--- src/rtl/object_scheduler.sv ---
// -----------------------------------------------------------------------------
// object_scheduler
//
// Walks the object buffer once per frame and hands each object to the
// rasterizer over a valid/ready handshake.
//
// Configuration macro:
//   OBJECT_SCHEDULER_CULL_EN - when defined, objects with depth == 0 are
//                              skipped in FETCH (read past, never presented,
//                              never counted).
//
// Ports:
//   clock          in   sole clock, rising edge
//   reset          in   asynchronous, active-low
//   frame_start    in   single-cycle pulse requesting a frame pass
//   buf_next_frame out  rewinds the buffer read cursor (one cycle, REWIND)
//   buf_read       out  advances the buffer read cursor (FETCH)
//   buf_data       in   object at the buffer read cursor (combinational)
//   buf_read_end   in   buffer read cursor equals write cursor
//   obj            out  object presented to the rasterizer
//   obj_valid      out  obj is valid (PRESENT)
//   obj_ready      in   rasterizer accepts obj this cycle
//   frame_done     out  single-cycle pulse at end of pass (DONE)
//   object_count   out  objects accepted in the current or last pass
//   overrun        out  sticky: frame_start seen while not IDLE
//   state_dbg      out  current FSM state for debug/checkers
//
// Handshake: obj is transferred on a rising edge where obj_valid and
// obj_ready are both 1. obj_valid never drops and obj never changes until
// that transfer happens; obj_ready while obj_valid is 0 has no effect.
// -----------------------------------------------------------------------------
package object_scheduler_pkg;
  typedef struct packed {
    logic [7:0] depth;
    logic [7:0] color;
    logic [7:0] y;
    logic [7:0] x;
  } object_t;
endpackage

module object_scheduler
  import object_scheduler_pkg::*;
#(
  parameter int SIZE = 50
) (
  input  logic                      clock,
  input  logic                      reset,
  input  logic                      frame_start,
  output logic                      buf_next_frame,
  output logic                      buf_read,
  input  object_t                   buf_data,
  input  logic                      buf_read_end,
  output object_t                   obj,
  output logic                      obj_valid,
  input  logic                      obj_ready,
  output logic                      frame_done,
  output logic [$clog2(SIZE+1)-1:0] object_count,
  output logic                      overrun,
  output logic [2:0]                state_dbg
);

  localparam int CW = $clog2(SIZE+1);

  typedef enum logic [2:0] {
    S_IDLE    = 3'd0,
    S_REWIND  = 3'd1,
    S_FETCH   = 3'd2,
    S_PRESENT = 3'd3,
    S_DONE    = 3'd4
  } state_t;

  state_t state, state_next;
  logic   full;
  logic   fetch_end;
  logic   cull;
  logic   load_obj;

  // The pass ends either when the buffer runs dry or when the frame quota
  // is reached; in the latter case the remaining objects are left unread.
  assign full      = (object_count == CW'(SIZE));
  assign fetch_end = buf_read_end || full;

`ifdef OBJECT_SCHEDULER_CULL_EN
  assign cull = (buf_data.depth == 8'd0);
`else
  assign cull = 1'b0;
`endif

  always_comb begin
    state_next     = state;
    buf_next_frame = 1'b0;
    buf_read       = 1'b0;
    obj_valid      = 1'b0;
    frame_done     = 1'b0;
    load_obj       = 1'b0;
    case (state)
      S_IDLE: begin
        if (frame_start) state_next = S_REWIND;
      end
      S_REWIND: begin
        buf_next_frame = 1'b1;
        state_next     = S_FETCH;
      end
      S_FETCH: begin
        if (fetch_end) begin
          state_next = S_DONE;
        end else begin
          // A culled object is read past and FETCH retries on the next one.
          buf_read = 1'b1;
          if (!cull) begin
            load_obj   = 1'b1;
            state_next = S_PRESENT;
          end
        end
      end
      S_PRESENT: begin
        obj_valid = 1'b1;
        if (obj_ready) state_next = S_FETCH;
      end
      S_DONE: begin
        frame_done = 1'b1;
        state_next = S_IDLE;
      end
      default: state_next = S_IDLE;
    endcase
  end

  always_ff @(posedge clock or negedge reset) begin
    if (!reset) begin
      state        <= S_IDLE;
      obj          <= '0;
      object_count <= '0;
      overrun      <= 1'b0;
    end else begin
      state <= state_next;
      if (load_obj) obj <= buf_data;
      if (state == S_IDLE && frame_start)
        object_count <= '0;
      else if (state == S_PRESENT && obj_ready && !full)
        object_count <= object_count + CW'(1);
      if (frame_start && state != S_IDLE) overrun <= 1'b1;
    end
  end

  assign state_dbg = state;

endmodule
--- config.mk ---
export PLATFORM = sky130hd
export DESIGN_NAME = object_scheduler
export DESIGN_NICKNAME = d
export VERILOG_FILES = /design/src/rtl/object_scheduler.sv
export SDC_FILE = /design/constraint.sdc
export NUM_CORES = 1
export LEC_CHECK = 0
export BUFFER_PORTS_ARGS = -buffer_cell sky130_fd_sc_hd__buf_2
export CAP_MARGIN = 10
export CELL_PAD_IN_SITES_DETAIL_PLACEMENT = 0
export CELL_PAD_IN_SITES_GLOBAL_PLACEMENT = 1
export CORE_MARGIN = 2
export CORE_UTILIZATION = 37
export CTS_CLUSTER_SIZE = 25
export DETAILED_ROUTE_END_ITERATION = 8
export PLACE_DENSITY = 0.82
export SYNTH_ARGS = -nofsm -noshare
export SYNTH_HDL_FRONTEND = slang
export SYNTH_SLANG_ARGS = --single-unit
--- constraint.sdc ---
create_clock -name clock -period 2.5 [get_ports clock]
set_clock_uncertainty 0.15 [all_clocks]
set_input_delay 0.5 -clock clock [delete_from_list [all_inputs] [get_ports clock]]
set_output_delay 0.5 -clock clock [all_outputs]
set_load 0.01 [all_outputs]
After elaboration in Yosys (flattened, before gate mapping)
Cells that the tools add are included.
{"block": "word_totals", "reg_bits": 42, "inputBits": 37, "output_inout_bits": 46, "wordCells": 36}
{"block": "op_classes", "addsub": 1, "eq_ne": 7, "n_mux": 11, "reduce_logical": 10}
{"op": "two-way mux 6 bit", "count": 2}
{"op": "one-hot mux 3 bit (4 select lines)", "count": 1}
{"op": "two-way mux 3 bit", "count": 3}
{"op": "adder 6 x 1 -> 6 bit (second input constant)", "count": 1}
{"op": "equality test 3 x 2 -> 1 bit (second input constant)", "count": 2}
{"op": "equality test 6 bit (second input constant)", "count": 1}
{"op": "two-way mux 1 bit", "count": 5}
{"op": "logical AND 1 bit", "count": 4}
{"op": "!= test 2 bit (second input constant)", "count": 2}
{"op": "equality test 3 x 1 -> 1 bit (second input constant)", "count": 1}
{"op": "equality test 3 bit (second input constant)", "count": 1}
{"op": "logical NOT 3 bit", "count": 1}
{"op": "nonzero test 3 bit", "count": 1}
{"op": "AND reduction 2 bit", "count": 1}
{"op": "nonzero test 2 bit", "count": 1}
{"op": "logical NOT 1 bit", "count": 1}
{"op": "logical OR 1 bit", "count": 1}

Depth between registers and ports, before layout
Gate-level depths: netlist of run 1.
{"block": "logic_depth", "ltp_word": 5, "ltp_mapped": 6, "mapped_depth_nobuf": 5}

Worst setup path after synthesis of run 1
Ideal clock, no wire load.
{"block": "synth_path", "path_kind": "reg2out", "from": "register object_count[0]", "to": "output port buf_read", "t_arrival_ns": 1.411, "required_time_ns": 1.850, "slack_ns": 0.439, "path_stages_with_launch": 7, "n_path_buf": 1, "path_cell_list": "dfrtp_1 > inv_1 > ha_1 > nand4b_1 > o21ai_2 > buf_6 > inv_1"}
{"block": "synth_via", "elab_chain_cells": 4}
{"item": "start: declaration", "line_no": "57", "rtl": "output logic [$clog2(SIZE+1)-1:0] object_count,"}
{"item": "start signal: assignment", "line_no": "140", "rtl": "object_count <= object_count + CW'(1);"}
{"item": "equality test 6 bit", "line_no": "80", "rtl": "assign full = (object_count == CW'(SIZE));"}
{"item": "logical OR 1 bit", "line_no": "81", "rtl": "assign fetch_end = buf_read_end || full;"}
{"item": "two-way mux 1 bit", "line_no": "105", "rtl": "if (fetch_end) begin"}
{"item": "two-way mux 1 bit"}
{"item": "end: declaration", "line_no": "50", "rtl": "output logic buf_read,"}
No other way between the ends.

Worst setup path after layout of run 1
Same ends and word-level chain as after synthesis.

==> key figures, run 1 <==
Clock tree
  • Max Root-Sink Buffers: 2
  • Worst-path clk slew: 0.08 ns
  • Clock Latency Late Sink: 0.28 ns
  • Hold buffers post-CTS: 0
  • Post-CTS setup buffers: 0
  • CTS tree: yes
  • CTS H-Tree Depth: 2
  • Post-CTS sizing: 0
  • CTS sink count: between 40 and 50
  • CTS buffer count: 5
  • CTS root buffer: clkbuf_8

Place
  • DP Worst Slack: about 0.43 ns
  • IO buf count: between 80 and 90
  • Final Wtd Congestion: 0.741
  • Detailed placer's ending HPWL: 2830 um

STA
  • Slew headroom: 0.658
  • Hold_ws: 0.0310 ns
  • Max Freq: 438 MHz
  • Max-slew violation count: 0
  • Final setup margin: 0.218 ns
  • Post-layout min period: 2.28 ns
  • Worst-Margin Slew: between 0.5 and 0.6 ns
  • RSZ-0062 raised after global routing: false
  • Final setup TNS: 0 ns
  • Final period util: 0.913
  • Final hold violation count: 0
  • Final setup vio count: 0

Global routing
  • Initial antenna violation count: 0
  • First-pass GRT wire length: 6050 um
  • Gr ovfl total: 0
  • Vias in the first global route: 1248
  • GRT Total Usage: 0.143
  • Largest net degree at the start of global routing: 25

Drt
  • Antenna-violating nets left: 0
  • DR iter-0 viols: 27
  • Final wirelength: 3770 um
  • Vias per std cell: ~4.6
  • Vias: 1306
  • DR pass1 iterations: 4
  • Post-DR wirelength/cell: around 13 um
  • DRC: 0

Die
  • Die width: 75.4 um
  • Die Area: 5690 um2
  • Core box area: 4820 um2
  • Die Height: approximately 75 um
  • Std-Cell Rows: 25
  • Initial Util: 0.392
  • I/O pin cnt: 83

Power
  • Net Sw Frac: 0.327
  • Total power density per cell area: 1220 nW/um2
  • Combinational share of power: 0.434
  • P_sw: 1.00 mW
  • Seq pwr share: 0.397
  • Worst vdd ir: 482 uV
  • Clock network power share: 0.169
  • Leak Pwr: 1.36 nW
  • Int Pwr: a little over 2 mW

Yosys
  • Syn_nets: 162
  • Post-synth top area cell: dfrtp_1
  • Mapped Area: roughly 1900 um2
  • Post-synth cell types: 31
  • FF+latch count, synth: 42
  • Ys Warns: 0
  • Seq/Total Area, Yosys: 0.557
  • Largest cells by area after synthesis: dfrtp_1, mux2_4, buf_6
  • Avg Cell Area, Syn: about 15 um2
  • Mapped Cells: 123
  • Top-area cell type share of the netlist area: 0.557

Worst setup path
  • Cells along the critical path: inv_1, ha_1, nand4b_1, o21ai_4, inv_1, buf_2
  • Crit Path Class: reg2out
  • RR Startpoint: object_count[0]
  • Critical path endpoint category: output pin
  • Worst EP required: 1.85 ns
  • Slowest-stage cell, CP: dfrtp_1
  • Crit path largest cell delay: 0.46 ns
  • Crit path launch type: register
  • Most frequent CP cell: inv_1
  • CP Data Arrival Time: 1.63 ns
  • CP max FO: 7
  • Worst setup startpoint: object_count[0]

Run status
  • Status: finished clean

Final layout
  • Nets: about 250
  • Final Util: 0.522
  • Synthesis-to-finish area growth: 33.1%
  • Most frequent cells in the layout: buf_2, dfrtp_1, mux2_4
  • Filler Cells Inserted: 454
  • Leading cell type in the layout, fill and taps excluded: buf_2
  • Layout cells sized above 1: 0.612
  • Antenna diodes: 0

Min path
  • HP Class: in2async

Run
  • MaxCap Viol Count: 0
-- critical path: cells and delay by family (launching register included) --
family / cells / cell delay, ns
adder cells (fa/ha/maj): 1 / 0.14
AND/OR/NAND/NOR: 1 / 0.22
buffers and inverters: 3 / 0.29
AO/OA/AOI/OAI: 1 / 0.25
flip-flops: 1 / 0.46
-- path summary, 6_finish.rpt --
kind,end,slack [ns],depth (start not counted)
setup / recovery,buf_read,0.22,6
hold / removal,obj[27],0.03,1
setup reg to reg,obj[28],0.42,7
hold reg to reg,overrun,0.31,1
max in group asynchronous,obj[16],1.63,2
min in group clock,obj[1],0.29,2
-- synthesized netlist by cell type, drive strengths merged --
master / instances
a21oi: 2
nor4b: 2
a21boi: 2
clkbuf: 1
nand2: 4
and3: 1
nor3: 3
dfrtp: 42
o31ai: 3
buf: 4
mux2: 32
mux2i: 3
nand4b: 2
nand3: 2
o21bai: 1
or4b: 1
inv: 6
nand2b: 1
or4: 1
or3: 1
a221oi: 1
or2b: 1
o211ai: 2
o21ai: 3
ha: 2
-- stage by stage --
step / area [um2] / std cells / power, mW
floorplan: 1890 / 123 / 2.08
global placement: 2390 / 271 / 2.53
detailed placement: 2390 / 271 / 2.56
CTS: 2500 / 279 / 3.09
global route: 2510 / 281 / 3.29
finish: 2510 / 281 / 3.06
-- cell type report --
type                       count  area, um2  area share
clock inverter                 3       40.0      0.0159
tap                           67       83.8      0.0334
multi-input combinational     70        778       0.310
inverter                       6       22.5     0.00896
clock buffer                   5       68.8      0.0274
timing repair buffer          88        468       0.186
sequential                    42       1050       0.418
-- power by group through the flow --
stage	Combinational [mW]	Sequential, mW	Clock, mW
4_1_cts	1.34	1.22	0.535
6_report	1.33	1.22	0.516
3_3_place_gp	1.31	1.22	0
5_1_grt	1.45	1.27	0.566
2_1_floorplan	0.753	1.33	0
3_5_place_dp	1.33	1.23	0
-- flip-flops by register name (all words and copies together) (netlist names) --
signal        count
overrun           1
obj              32
state_dbg         3
object_count      6
-- routing by layer --
metal / routed length [um] / GRT usage
met2: 1670 / 0.217
met1: 1790 / 0.194
met5: 0 / 0
met4: 18 / 0.0468
met3: 296 / 0.0489
-- cell families (layout without fill, tap and decap cells) --
logic type	count (synthesis)	after routing	share of synthesized area
compound gates	14	14	0.0517
flops	42	42	0.557
buf+inv	11	102	0.0351
fa+ha+maj	2	2	0.0133
simple gates	19	19	0.0789
mux	35	35	0.264
Power figures use the tool's default switching activity.
==> inputs of run 2 (changes only) <==
CORE_ASPECT_RATIO = 2   (was unset)
SKIP_LAST_GASP = 1   (was unset)
==> key figures, run 2 (synthesis gave the netlist of run 1 again) <==
Drt
  • Vias: 1337
  • Vias per std cell: 4.97
  • DRC: 0
  • Post-DR wirelength/cell: roughly 15 um
  • DR pass1 iterations: 4
  • DR iter-0 viols: 17
  • Final wirelength: between 4000 and 5000 um
  • Antenna-violating nets left: 0

STA
  • Slew headroom: 0.585
  • Final hold violation count: 0
  • Max Freq: 446 MHz
  • RSZ-0062 raised after global routing: false
  • Final setup vio count: 0
  • Max-slew violation count: 0
  • Post-layout min period: 2.24 ns
  • Final setup TNS: 0 ns
  • Final period util: 0.897
  • Worst-Margin Slew: 0.622 ns

Min path
  • HP Class: in2async

Final layout
  • Max reg flops: 32
  • Count of non-filler cells in the finished layout: 269
  • Register bank with the most flops: obj
  • FF/Latch Area: 1050 um2
  • Multi-input gate area: about 780 um2
  • Nets: 250
  • Most frequent cells in the layout: buf_2, dfrtp_1, mux2_4
  • Antenna diodes: 0
  • Synthesis-to-finish area growth: 30.0%
  • Layout cells sized above 1: 0.604
  • Filler Cells Inserted: 479
  • Leading cell type in the layout, fill and taps excluded: buf_2

Global routing
  • Largest net degree at the start of global routing: 29
  • Initial antenna violation count: 0
  • GRT Total Usage: 0.156
  • Gr ovfl total: 0
  • First-pass GRT wire length: about 6500 um
  • Vias in the first global route: 1412

Clock tree
  • CTS sink count: 42
  • CTS buffer count: 5
  • Post-CTS setup buffers: 0
  • CTS H-Tree Depth: 2
  • Hold buffers post-CTS: 0
  • Post-CTS sizing: 0
  • Clock Latency Late Sink: 0.29 ns
  • CTS root buffer: clkbuf_8
  • Max Root-Sink Buffers: 2
  • Worst-path clk slew: 0.08 ns
  • CTS tree: yes

Worst setup path
  • CP max FO: 7
  • CP Data Arrival Time: 1.59 ns
  • Crit path launch type: register
  • Critical path endpoint category: output pin
  • Crit Path Class: reg2out
  • Worst EP required: between 1.5 and 2 ns

Die
  • Std-Cell Rows: 36
  • Initial Util: 0.385
  • I/O pin cnt: 83
  • Die Area: 5720 um2
  • Core box area: 4910 um2
  • Die Height: between 100 and 150 um
  • Die width: 54.5 um

Run
  • MaxCap Viol Count: 0

Place
  • Placed insts: approximately 260
  • Final Wtd Congestion: 0.733
  • Detailed placer's ending HPWL: ~3200 um
  • IO buf count: between 80 and 90

Run status
  • Status: finished clean

Power
  • Total power density per cell area: 1210 nW/um2
  • Leak Pwr: 1.33 nW
  • Worst vdd ir: 653 uV
-- run 2: cell count changes in the layout (fill, tap and decap cells not counted) --
cell	change
clkbuf_1	+1
bufinv_16	-1
clkbuf_8	+1
buf_12	-1
buf_4	-1
clkinv_2	-1
-- run 2: cell type report --
| cell class | count | share of cell area |
|---|---|---|
| Clock buffer | 7 | 0.0352 |
| Clock inverter | 1 | 0.00204 |
| Inverter | 6 | 0.00917 |
| Multi-Input combinational cell | 70 | 0.317 |
| Sequential cell | 42 | 0.428 |
| Tap cell | 57 | 0.0291 |
| Timing Repair Buffer | 86 | 0.179 |
-- run 2: power by group --
group | internal (mW) | switching, mW | leakage [nW]
Clock | 0.223 | 0.220 | 0.0482
Sequential | 0.986 | 0.238 | 0.507
Combinational | 0.758 | 0.553 | 0.778
-- run 2: through the flow --
step / util / area, um2 / hold slack, ns / power, mW / setup WS [ns]
final: 0.500 / 2450 / 0.0741 / 2.98 / 0.257
after global routing: 0.500 / 2450 / 0.120 / 3.18 / 0.107
after CTS: 0.500 / 2450 / 0.0855 / 3.03 / 0.256
after detailed placement: 0.481 / 2360 / 0.315 / 2.56 / 0.424
after global placement: 0.481 / 2360 / 0.311 / 2.54 / 0.489
after floorplan: - / 1890 / 0.0544 / 2.08 / 0.439
-- run 2: final timing paths --
path,slack [ns],startpoint,end,cells after the start
worst max-delay path,0.26,object_count[0],buf_read,6
worst min-delay path,0.07,reset,obj[20],1
worst max register to register,0.41,object_count[0],obj[0],6
worst min register to register,0.32,overrun,overrun,1
max in group asynchronous,1.57,reset,obj[30],2
min in group clock,0.29,buf_data[17],obj[17],2
-- run 2: routing by layer --
layer	GRT usage	up-vias	share of wire	routed length (um)
met1	0.153	667	0.34	1430
met3	0.0314	8	0.046	190
li1	-	614	-	-
met5	0	-	0	0
met2	0.289	48	0.58	2420
met4	0.0661	0	0.026	106
-- run 2: critical path: stages (launching register included) --
cell and delay, ns:
dfrtp_1 0.46, inv_1 0.09, ha_1 0.14, nand4b_1 0.22
o21ai_4 0.21, inv_1 0.05, buf_2 0.14
